## src/rtl/ifu_fetch.sv

```systemverilog
// ifu_fetch: instruction fetch unit for the multi-cycle RV32 core.
//
// Holds the architectural PC, issues one read per instruction on a valid/ready
// memory read channel, hands {inst, pc} to decode, then waits for writeback to
// return the next PC. Exactly one instruction is in flight at any time.
//
// Optional feature: define IFU_RESP_CHECK_EN to turn a non-OKAY read response
// into an instruction access fault (ifu_fault) with a NOP substituted for the
// instruction word. Without the macro rresp is ignored and ifu_fault is 0.
module ifu_fetch #(
  parameter logic [31:0] RESET_PC = 32'h8000_0000
) (
  input  logic        clk,
  input  logic        rst_n,
  // Memory read channel
  output logic [31:0] araddr,
  output logic        arvalid,
  input  logic        arready,
  input  logic        rvalid,
  input  logic [31:0] rdata,
  input  logic [1:0]  rresp,
  output logic        rready,
  // Decode handoff
  output logic        ifu_valid,
  output logic [63:0] ifu_data,
  input  logic        idu_ready,
  output logic        ifu_fault,
  // Writeback next-PC return
  input  logic        wbu_valid,
  input  logic [31:0] next_pc
);

  localparam logic [1:0] S_REQ     = 2'd0;
  localparam logic [1:0] S_RESP    = 2'd1;
  localparam logic [1:0] S_VALID   = 2'd2;
  localparam logic [1:0] S_WAIT_PC = 2'd3;

  localparam logic [31:0] INST_NOP = 32'h0000_0013;

  logic [1:0]  state_q, state_d;
  logic [31:0] pc_q, pc_d;
  logic [31:0] inst_q, inst_d;
  logic        fault_q, fault_d;

`ifndef IFU_RESP_CHECK_EN
  // Response code has no meaning when checking is disabled.
  logic unused_rresp;
  assign unused_rresp = ^rresp;
`endif

  // Next-state logic: each state waits on exactly one handshake input.
  always_comb begin
    state_d = state_q;
    pc_d    = pc_q;
    inst_d  = inst_q;
    fault_d = fault_q;
    unique case (state_q)
      S_REQ: begin
        if (arready) begin
          state_d = S_RESP;
        end
      end
      S_RESP: begin
        if (rvalid) begin
          state_d = S_VALID;
`ifdef IFU_RESP_CHECK_EN
          fault_d = (rresp != 2'b00);
          // Decode sees a harmless word when the fetch faulted.
          inst_d  = (rresp != 2'b00) ? INST_NOP : rdata;
`else
          fault_d = 1'b0;
          inst_d  = rdata;
`endif
        end
      end
      S_VALID: begin
        if (idu_ready) begin
          state_d = S_WAIT_PC;
        end
      end
      S_WAIT_PC: begin
        if (wbu_valid) begin
          // Taken as-is; alignment is the producer's concern.
          pc_d    = next_pc;
          state_d = S_REQ;
        end
      end
      default: begin
        state_d = S_REQ;
      end
    endcase
  end

  // State registers; reset re-arms a fetch from RESET_PC and drops any pending data.
  always_ff @(posedge clk or negedge rst_n) begin
    if (!rst_n) begin
      state_q <= S_REQ;
      pc_q    <= RESET_PC;
      inst_q  <= 32'h0;
      fault_q <= 1'b0;
    end else begin
      state_q <= state_d;
      pc_q    <= pc_d;
      inst_q  <= inst_d;
      fault_q <= fault_d;
    end
  end

  // Handshake outputs decoded purely from state, so they are mutually exclusive.
  always_comb begin
    arvalid   = (state_q == S_REQ);
    rready    = (state_q == S_RESP);
    ifu_valid = (state_q == S_VALID);
    araddr    = pc_q;
    ifu_data  = {inst_q, pc_q};
    ifu_fault = fault_q & (state_q == S_VALID);
  end

endmodule

```

## config.mk

```make
export PLATFORM = sky130hd
export DESIGN_NAME = ifu_fetch
export DESIGN_NICKNAME = d
export VERILOG_FILES = /design/src/rtl/ifu_fetch.sv
export SDC_FILE = /design/constraint.sdc
export NUM_CORES = 1
export LEC_CHECK = 0
export ABC_AREA = 1
export ABC_CLOCK_PERIOD_IN_PS = 3300
export CAP_MARGIN = 20
export CORE_ASPECT_RATIO = 1.25
export CORE_MARGIN = 2
export CORE_UTILIZATION = 45
export DETAILED_ROUTE_END_ITERATION = 12
export DONT_BUFFER_PORTS = 1
export PLACE_DENSITY = 0.6
export SLEW_MARGIN = 30
export SYNTH_ARGS = -nofsm -noshare
export SYNTH_HDL_FRONTEND = slang
export SYNTH_SLANG_ARGS = --single-unit
```

## constraint.sdc

```tcl
create_clock -name clk -period 3.3 [get_ports clk]
set_input_delay 0.99 -clock clk [delete_from_list [all_inputs] [get_ports clk]]
set_output_delay 0.99 -clock clk [all_outputs]
set_load 0.03 [all_outputs]
```

==> flow_metrics.tcl <==
set metrics [dict create \
    area_growth_pct 0.2073 \
    p_per_area_mw_per_mm2 1375 \
    slew_viol_final 0 \
    fmax_ghz 0.3987 \
    io_pins 172 \
    outcome "complete, no violations" \
    cts_setup_buffers 0 \
    via_per_inst 4.962 \
    grt_pass1_vias 1959 \
    cts_buffer_depth 2 \
    hold_violations 0 \
    start_util_pct 46.26 \
    end_kind "output port" \
    grtUsageTotal_pct 16.61 \
    core_area_sq_mm 0.006524 \
    cp_max_fo 13 \
    num_vias 1935 \
    synthCells 340 \
    drive_gt1_share_pct 9.241 \
    wire_per_inst_um 14.98 \
    cts_resized 0 \
    route.met2.wl_um 2756 \
    clock_latency_ns 0.33 \
    cts_root_buffer "clkbuf_8" \
    tns_ns 0 \
    num-fill-cells 655 \
    crit_type "register to output port" \
    ys_types 16 \
    slew_headroom_pct 47.82 \
    grt_pass1_wl_um 9411 \
    cts_inserted_buffers 9 \
    die_area_sq_mm 0.007382 \
    fp.dieW_um 77.25 \
    tightestPinTransition_ns 0.7827 \
    grt_remaining_overflow 0 \
    hold_slack_ns 0.3472 \
    fin_area_sq_mm 0.003024 \
    hold_buffers 0 \
    dp_hpwl_um 3973 \
    grt_max_degree 67 \
    finalSetupViolations 0 \
    clk_pin_slew_ns 0.07 \
    routed-wl-met3_um 583 \
    nNetsFinal 374 \
    met1Wirelength_um 2383 \
    drc 0 \
    drt_iter0_markers 59 \
    setup_ws_ns 0.7922 \
    leakage_nw 1.627 \
    place.gp.congestion 0.6879 \
    port_buffers 0 \
    syn-num-nets 416 \
    hold_class "input port to async pin" \
    synth.avg_cell_area_sq_um 8.876 \
    cp.arrival_ns 1.52 \
    antenna_found_initial 0 \
    cts_sinks 66 \
    fin_crit_ns 2.508 \
    fin_skew_ns 0.006794 \
    rows 33 \
    rsz0062_at_grt "false" \
    wl_um 5844 \
    antenna_left 0 \
    placed_cell_area_sq_mm 0.002759 \
    ys_seq_elements 66 \
    drv_cap 0 \
    pre_cts_ws_ns 1.128 \
    firstDrtPassIters 4 \
    h-tree-depth 3 \
    die_h_um 95.56 \
    peakVddDrop_mv 0.5597 \
    period_share_pct 76.00 \
    synth-warning-count 0 \
    num_antenna_cells 0 \
    netlist_area_sq_mm 0.003018 \
    critPathRequiredTime_ns 2.31 \
    dr.max_layer_used "met4" \
    startpoint_type "register" \
    cts_tree "done" \
    synth_seq_area_share_pct 54.77 \
]
## power breakdown
| group | switching, mW | total, mW | internal, mW |
|---|---|---|---|
| clock network | 0.302 | 0.880 | 0.578 |
| registers | 1.39 | 2.56 | 1.16 |
| logic | 0.470 | 0.722 | 0.252 |
| total | 2.16 | 4.16 | 1.99 |
## state kept, by name, summed over array words and instances (netlist names)
register and count:
araddr 32, inst_q 32, state_q 2
## critical path: stages (launching register included)
cell,delay [ns]
dfrtp_1,0.41
inv_1,0.10
ha_1,0.67
## kinds of logic (layout without fill, tap and decap cells)
group | count (synthesis) | in the layout | synth area share (%)
other | 1 | 1 | 0.1243
buffers and inverters | 61 | 24 | 13.43
DFF | 66 | 66 | 54.77
adders and majority gates | 4 | 4 | 1.658
and+or+nand+nor | 206 | 206 | 29.69
AOI/OAI and AO/OA | 2 | 2 | 0.3317
## cell usage in the layout, fill, tap and decap left out
| cell | count |
|---|---|
| nand2_4 | 4 |
| buf_4 | 2 |
| clkbuf_8 | 9 |
| clkinvlp_4 | 1 |
| conb_1 | 1 |
| nand2_2 | 1 |
| clkinv_2 | 1 |
| clkinv_4 | 1 |
| inv_1 | 3 |
| or2_2 | 1 |
| clkinv_1 | 1 |
| o21ai_1 | 2 |
| ha_1 | 4 |
| nor2_4 | 1 |
| dfstp_2 | 1 |
| inv_2 | 2 |
| dfrtp_1 | 65 |
| nand3_1 | 64 |
| nand2_1 | 135 |
| bufinv_16 | 4 |
## through the flow
step                      std cells  utilization, %  total power, mW
after floorplan                 340               -            3.408
after global placement          374           42.29            3.284
after detailed placement        374           42.29            3.322
after CTS                       390           46.36            4.219
after global routing            390           46.36            4.415
final                           390           46.36            4.157
## final timing paths
| path | slack, ns | end | cells past startpoint | from |
|---|---|---|---|---|
| worst min-delay path | 0.35 | inst_q[1] | 0 | rst_n |
| min in group clk | 0.55 | state_q[1] | 2 | state_q[1] |
| worst max-delay path | 0.79 | rready | 2 | state_q[1] |
| worst min register to register | 0.55 | state_q[1] | 2 | state_q[1] |
| worst max register to register | 1.28 | state_q[1] | 8 | state_q[1] |
| max in group asynchronous | 2.78 | araddr[31] | 0 | rst_n |
## Yosys cell counts
library cell | instances | share of area, %
dfrtp_1 | 65 | 54
o21ai_1 | 2 | 0.33
buf_2 | 12 | 2.0
nand2_2 | 1 | 0.21
nand2_1 | 135 | 17
clkinv_1 | 1 | 0.12
dfstp_2 | 1 | 0.87
ha_1 | 4 | 1.7
inv_2 | 2 | 0.25
inv_1 | 3 | 0.37
buf_4 | 43 | 11
nand2_4 | 4 | 1.5
nand3_1 | 64 | 11
or2_2 | 1 | 0.21
nor2_4 | 1 | 0.37
conb_1 | 1 | 0.12
## metal layers
metal | vias up | GRT usage [%]
met1 | 870 | 18.85
met3 | 11 | 5.871
met5 | - | 0
li1 | 950 | -
met4 | 0 | 9.821
met2 | 104 | 27.17
## layout make-up
cell class	instances	area [sq um]	area share (%)
Timing Repair Buffer	2	15.01	0.4965
Clock buffer	9	123.9	4.096
Clock inverter	7	141.4	4.675
Multi-Input combinational cell	213	959.7	31.73
Tap cell	87	108.9	3.599
Inverter	6	22.52	0.7447
Sequential cell	66	1653	54.65
(Power assumes the default switching activity.)
